--- src/rtl/key_debounce.sv ---
// Eight-key front end: 2-flop sync, shared tick prescaler, per-key debounce,
// press/release pulses and single-key index decode.
module key_debounce #(
  parameter int TICK_DIV     = 50000,
  parameter int STABLE_TICKS = 20
) (
  input  logic       clk,
  input  logic       reset,
  input  logic [7:0] key_raw,
  output logic [7:0] key,
  output logic [7:0] key_press,
  output logic [7:0] key_release,
  output logic       key_valid,
  output logic [2:0] key_idx
);

  localparam int PW = (TICK_DIV > 1) ? $clog2(TICK_DIV) : 1;
  localparam logic [PW-1:0] P_LAST = PW'(TICK_DIV - 1);
  localparam logic [4:0] C_LAST = 5'(STABLE_TICKS - 1);

  logic [7:0]    r_sync1;
  logic [7:0]    r_sync2;
  logic [PW-1:0] r_pre;
  logic [4:0]    r_cnt [8];
  logic [7:0]    r_key;
  logic [7:0]    r_press;
  logic [7:0]    r_rel;
  logic          r_valid;
  logic [2:0]    r_idx;

  logic          w_tick;
  logic [4:0]    w_cnt_nxt [8];
  logic [7:0]    w_key_nxt;
  logic [7:0]    w_press_nxt;
  logic [7:0]    w_rel_nxt;
  logic [3:0]    w_nlow;
  logic [2:0]    w_idx;
  logic          w_one;

  assign w_tick = (r_pre == P_LAST);

  // A key returning to its debounced level restarts qualification
  always_comb begin
    w_key_nxt   = r_key;
    w_press_nxt = '0;
    w_rel_nxt   = '0;
    for (int i = 0; i < 8; i++) begin
      w_cnt_nxt[i] = r_cnt[i];
      if (r_sync2[i] == r_key[i]) begin
        w_cnt_nxt[i] = '0;
      end else if (w_tick && (r_cnt[i] == C_LAST)) begin
        w_cnt_nxt[i]   = '0;
        w_key_nxt[i]   = r_sync2[i];
        w_press_nxt[i] = ~r_sync2[i];
        w_rel_nxt[i]   = r_sync2[i];
      end else if (w_tick) begin
        w_cnt_nxt[i] = r_cnt[i] + 5'd1;
      end
    end
  end

  always_comb begin
    w_nlow = '0;
    w_idx  = '0;
    for (int i = 0; i < 8; i++) begin
      if (!r_key[i]) begin
        w_nlow = w_nlow + 4'd1;
        w_idx  = 3'(i);
      end
    end
    w_one = (w_nlow == 4'd1);
  end

  always_ff @(posedge clk) begin
    if (reset) begin
      r_sync1 <= '1;
      r_sync2 <= '1;
      r_pre   <= '0;
      r_key   <= '1;
      r_press <= '0;
      r_rel   <= '0;
      r_valid <= 1'b0;
      r_idx   <= '0;
      for (int i = 0; i < 8; i++) begin
        r_cnt[i] <= '0;
      end
    end else begin
      r_sync1 <= key_raw;
      r_sync2 <= r_sync1;
      r_pre   <= w_tick ? '0 : r_pre + PW'(1);
      r_key   <= w_key_nxt;
      r_press <= w_press_nxt;
      r_rel   <= w_rel_nxt;
      r_valid <= w_one;
      r_idx   <= w_one ? w_idx : 3'd0;
      for (int i = 0; i < 8; i++) begin
        r_cnt[i] <= w_cnt_nxt[i];
      end
    end
  end

  assign key         = r_key;
  assign key_press   = r_press;
  assign key_release = r_rel;
  assign key_valid   = r_valid;
  assign key_idx     = r_idx;

endmodule

--- config.mk ---
export PLATFORM = sky130hd
export DESIGN_NAME = key_debounce
export DESIGN_NICKNAME = d
export VERILOG_FILES = /design/src/rtl/key_debounce.sv
export SDC_FILE = /design/constraint.sdc
export NUM_CORES = 1
export LEC_CHECK = 0
export BUFFER_PORTS_ARGS = -buffer_cell sky130_fd_sc_hd__buf_2
export CORE_UTILIZATION = 38
export DETAILED_ROUTE_END_ITERATION = 8
export PLACE_DENSITY = 0.62
export SLEW_MARGIN = 0
export SYNTH_ARGS = -nofsm -noshare
export SYNTH_HDL_FRONTEND = slang
export SYNTH_SLANG_ARGS = --single-unit
--- constraint.sdc ---
create_clock -name clk -period 7.96 [get_ports clk]
set_input_delay 0 -clock clk [delete_from_list [all_inputs] [get_ports clk]]
set_output_delay 0 -clock clk [all_outputs]
set_load 0.005 [all_outputs]
==> results.ini, run 1 <==
[status]
status = finished clean

[synth]
ys_seq_area_share_pct = 44.76
netlist_instances = 480
ys_ff_latch = 100
async_reset_ff_share_pct = 0
ys.flop_type = dfxtp_1
synth_common_cells = 100 x dfxtp_1, 65 x nor2_1, 49 x nand2_1
synth.distinct_cells = 51
synth_top_area_share_pct = 44.76
yosys.area.top_type = dfxtp_1
avgSynthCellArea_um2 = 9.319
synth-edff-count = 0
ys_warn_count = 0
synth.most_common_cell = dfxtp_1
synth_fp_nets = 506
synth_area_um2 = 4473
yosys-top-cells-area = dfxtp_1 45%, xnor2_1 5.9%, nor2_1 5.5%

[finish]
antenna_cells = 0
drive_gt1_share_pct = 15.46
finalCoreUtilization_pct = 44.75
nNetsFinal = 545
area_delta_synth_final_pct = 14.71
instances_no_fill = 667

[place]
dp_cells = 643
place.gp.congestion = 0.7829
io_buffers = 37
dp_hpwl_um = 5717

[sta]
clock_skew_ns = 0.005115
max_slew_margin_pct = 28.97
min_period_over_period_pct = 59.46
final-hold-violation-count = 0
fmax_mhz = 211.3
setup_violations = 0
worst_pin_slew_ns = 1.057
fin_crit_ns = 4.733
report.final.slew_viol_count = 0
grt_setup_unrepaired = false
finalSetupTns_ns = 0

[global_routing]
grt_pass1_wl_um = 14280
grt_pass1_vias = 3248
grt.overflow.total = 0
grt_start_max_net_pins = 51
groute.usage.overall_pct = 14.05
antenna_found_initial = 0

[drt]
drc = 0
wl_per_cell_um = 12.22
firstDrtPassIters = 4
vias = 3291
first_iter_violations = 141
wl_um = 8148
drtAntennaViolNets = 0
vias_per_cell = 4.934

[floorplanning]
dieArea_um2 = 12210
rows = 39
die_y_um = 110.5
die_x_um = 110.5
num_io_pins = 38
core_um2 = 11470
start_util_pct = 39.01

[cts]
cts-root-buf = clkbuf_16
cts_setup_buffers = 0
cts_sinks = 100
clk-insertion-delay-late_ns = 0.34
cts_tree = yes
numCtsBuffers = 9
cts_max_level = 3
clkTransAtPathRegs_ns = 0.06
max-clock-path-buffers = 2

[critical_path]
critPathKind = reg2reg
cp_max_fo = 7
cp-start-kind = flip-flop
critPathArrivalTime_ns = 4.99
cp.required_ns = 8.22
worstSetupEndpointType = flip-flop

[min_path]
hold_path.class = in2reg

[power]
powerDensity_nw_per_um2 = 185.0
ir_worst_vdd_mv = 0.1451
power.leakage_nw = 2.021

[flow_run]
max-cap-violations = 0

## state kept, by name, indices dropped and copies added (netlist names)
| name | flops |
|---|---|
| r_cnt | 40 |
| r_pre | 16 |
| key | 8 |
| key_press | 8 |
| key_release | 8 |
| r_sync1 | 8 |
| r_sync2 | 8 |
| key_idx | 3 |
| key_valid | 1 |
## metal layers
layer,up-vias,wire length [um],track usage (%)
li1,1704,-,-
met1,1535,3915,16.99
met2,42,3855,24.14
met3,10,284,3.952
met4,0,93,4.178
met5,-,0,0
## stage by stage
stage	power (W)	hold WS [ns]	instance area [um2]	worst slack, ns
2_1_floorplan	0.0005323	0.1038	4473	3.656
3_3_place_gp	0.0005370	0.1835	4761	3.472
3_5_place_dp	0.0005373	0.1862	4761	3.192
4_1_cts	0.0009579	0.3349	5131	3.172
5_1_grt	0.0009801	0.3761	5131	2.797
6_report	0.0009490	0.3173	5131	3.227
## final timing paths
path                    startpoint                     to  slack [ns]  depth (start not counted)
max            key[1]$_SDFFE_PP1P_  key_idx[1]$_SDFF_PP0_        3.23                         19
min                          reset    key[6]$_SDFFE_PP1P_        0.32                          2
max reg2reg    key[1]$_SDFFE_PP1P_  key_idx[1]$_SDFF_PP0_        3.23                         19
min reg2reg  r_sync1[1]$_SDFF_PP1_  r_sync2[1]$_SDFF_PP1_        0.41                          1
## cells in the final DEF (no fill, tap or decap), types with 4 or more instances in the layout
cell	n
dfxtp_1	100
nor2_1	65
nand2_1	49
buf_2	37
xnor2_1	30
xor2_1	24
or2_2	17
ha_1	16
nor2b_1	15
nand4_1	15
mux2i_1	14
o21ai_0	12
nand3_1	11
nand2b_1	10
a21oi_1	10
nor4b_1	10
clkbuf_16	9
nor4_1	8
a21boi_0	8
dlygate4sd3_1	8
inv_1	7
and3_1	7
nor3_1	4
## worst max-delay path: stages, from the launching register on
cell and delay [ns]:
dfxtp_1 0.46, inv_1 0.10, ha_1 0.36, xnor2_1 0.23, ha_1 0.27, nand2b_1 0.09, o31a_1 0.23, inv_1 0.07
ha_1 0.30, nor2_1 0.22, a21oi_1 0.07, ha_1 0.29, nor2_1 0.05, a221oi_4 0.25, ha_1 0.30, mux2_2 0.28
ha_1 0.28, a2111oi_2 0.39, o221ai_2 0.20, nor3_1 0.21
## layout make-up
| type | instances | area [um2] |
|---|---|---|
| timing repair buffer | 46 | 272.8 |
| multi-input combinational | 354 | 2357 |
| clock buffer | 13 | 270.3 |
| fill | 1112 | 6336 |
| tap | 143 | 178.9 |
| sequential | 100 | 2002 |
| clock inverter | 3 | 20.02 |
| inverter | 8 | 30.03 |
## timing repair
item / CTS / global route
endpoints found under the hold margin: 8 / 0
resized for setup: 0 / 0
hold buffers: 8 / 0
## cells by family (layout without fill, tap and decap cells)
group / after synthesis / in the layout / synth area share (%)
buf+inv: 26 / 70 / 2.741
simple gates: 225 / 225 / 26.18
mux: 15 / 15 / 3.384
xor+xnor: 57 / 57 / 12.00
flops: 100 / 100 / 44.76
fa+ha+maj: 16 / 16 / 4.475
compound gates: 41 / 41 / 6.462
## report_power, final
group / switching, W / internal (W)
combinational: 0.00000967 / 0.0000107
clock: 0.000183 / 0.000237
sequential: 0.00000303 / 0.000505
Power figures use the tool's default switching activity.
==> run 2: changes to the inputs <==
==> constraint.sdc (replaced) <==
create_clock -name clk -period 4.8 [get_ports clk]
set_input_delay 0 -clock clk [delete_from_list [all_inputs] [get_ports clk]]
set_output_delay 0 -clock clk [all_outputs]
set_load 0.005 [all_outputs]
==> results.ini, run 2 (same netlist as run 1, synthesis figures left out) <==
[sta]
finalSetupTns_ns = 0
setup_violations = 0
fin_crit_ns = 4.447
clock_skew_ns = 0.007493
min_period_over_period_pct = 92.64
final-hold-violation-count = 0
worst_pin_slew_ns = 0.7895
fmax_mhz = 224.9
report.final.slew_viol_count = 0
layout_setup_ws_ns = 0.3534
max_slew_margin_pct = 47.37

[cts]
max-clock-path-buffers = 2
numCtsBuffers = 9
clkTransAtPathRegs_ns = 0.06
cts_max_level = 3
cts-root-buf = clkbuf_16
cts_sinks = 100
cts_tree = yes
clk-insertion-delay-late_ns = 0.34

[drt]
firstDrtPassIters = 4
drtAntennaViolNets = 0
highest_layer = met4
wl_per_cell_um = 12.34
drt-met1-wl_um = 4005
wl_met2_um = 3960
vias = 3335
drc = 0
wl_met3_um = 197
vias_per_cell = 4.993
first_iter_violations = 152
wl_um = 8241

[finish]
area_delta_synth_final_pct = 15.27
largest_reg_flops = 40
top_register = r_cnt
antenna_cells = 0
drive_gt1_share_pct = 16.57
regArea_um2 = 2004
fill_cells = 1108
reg.largest.list = r_cnt: 40 flops, r_pre: 16 flops
multi_input_area_um2 = 2382
final_common_cell = dfxtp_1
layout_common_cells = 98 x dfxtp_1, 64 x nor2_1, 49 x nand2_1
nNetsFinal = 546

[floorplanning]
num_io_pins = 38
rows = 39
core_um2 = 11470
dieArea_um2 = 12210
start_util_pct = 39.01
die_y_um = 110.5
die_x_um = 110.5

[critical_path]
path_buf_inv = 2
critPathArrivalTime_ns = 4.71
worstSetupEndpointType = flip-flop
cpMaxStageDelayCell = dfxtp_2
path_cells = inv_1, ha_2, xnor2_2, ha_1, nand2b_1, o31a_1, inv_1, ha_1, nor2_2, a21oi_1, ha_1, nor2_1, a221oi_4, ha_1, mux2_2, ha_1, a2111oi_4, o221ai_2, nor3_1
cpMostUsedCell = ha_1
critPathKind = reg2reg
path_delay_family = adder cells
cp.required_ns = 5.06
cp-start-kind = flip-flop
cp_max_fo = 7
slowest_delay_ns = 0.39

[power]
combPwrFrac_pct = 2.2
pwr-share-clk_pct = 43.5
powerDensity_nw_per_um2 = 300.8
power.leakage_nw = 2.034
internal-power_w = 0.001234
ir_worst_vdd_mv = 0.3270
power_frac_seq_pct = 54.4
power_switching_share_pct = 20.45
power_w = 0.001551
p_sw_w = 0.0003172

[place]
io_buffers = 37
dp_hpwl_um = 5752
place.gp.congestion = 0.7877
dp_slack_ns = 0.1045

[flow_run]
max-cap-violations = 0

[global_routing]
grt_start_max_net_pins = 51
grt_pass1_wl_um = 14500
grt.overflow.total = 0
groute.usage.overall_pct = 14.30
grt_pass1_vias = 3258
antenna_found_initial = 0

[status]
status = finished clean

[min_path]
hold_path.class = in2reg

-- run 2: changes by cell type in the layout (fill, tap and decap cells not counted), moves of 2 or more --
| cell | delta |
|---|---|
| dfxtp_1 | -2 |
| clkinvlp_4 | -2 |
| dfxtp_2 | +2 |
| clkinv_2 | +2 |
-- run 2: through the flow --
step                      util (%)  cell area (um2)  hold slack, ns  instances
final                        44.96             5156          0.3189        668
after global routing         44.96             5156          0.3689        668
after CTS                    44.66             5121          0.3203        667
after detailed placement     41.52             4761          0.1850        643
after global placement       41.52             4761          0.1835        643
after floorplan                  -             4473          0.1038        480
-- run 2: worst paths after layout --
check        depth (start not counted)                  start  slack, ns               endpoint
min                                  2                  reset       0.32    key[6]$_SDFFE_PP1P_
max                                 19    key[1]$_SDFFE_PP1P_       0.35  key_idx[1]$_SDFF_PP0_
min reg2reg                          1  r_sync1[7]$_SDFF_PP1_       0.41  r_sync2[7]$_SDFF_PP1_
max reg2reg                         19    key[1]$_SDFFE_PP1P_       0.35  key_idx[1]$_SDFF_PP0_
-- run 2: what timing repair did --
item | in CTS | in global routing
resized for setup | 0 | 6
hold buffers | 8 | 0
setup buffers | 0 | 1
hold endpoints to repair | 8 | 0
endpoints found under the setup margin | 0 | 4
-- run 2: power by group through the flow --
stage | clock network (W) | logic [W] | registers, W
after detailed placement | 0 | 0.0000295 | 0.000862
final | 0.000674 | 0.0000339 | 0.000843
after CTS | 0.000698 | 0.0000345 | 0.000843
after global placement | 0 | 0.0000288 | 0.000861
after global routing | 0.000730 | 0.0000384 | 0.000843
after floorplan | 0 | 0.0000222 | 0.000861
-- run 2: worst reg2reg max path, delay by kind of cell, from the launching register on --
family          cells  cell delay (ns)
fa+ha+maj           6             1.86
flops               1             0.39
simple gates        4             0.50
xor+xnor            1             0.14
compound gates      5             1.06
mux                 1             0.27
buf+inv             2             0.14
-- run 2: cell type report --
type	instances	area share [%]
clock buffer	12	4.975
sequential	100	38.87
clock inverter	4	0.4611
inverter	8	0.5824
timing repair buffer	47	5.436
multi-input combinational	354	46.20
tap	143	3.470
-- run 2: routing by layer --
metal | track usage (%) | vias to the layer above
met3 | 3.622 | 9
li1 | - | 1710
met4 | 4.622 | 0
met1 | 17.80 | 1581
met5 | 0 | -
met2 | 24.10 | 35
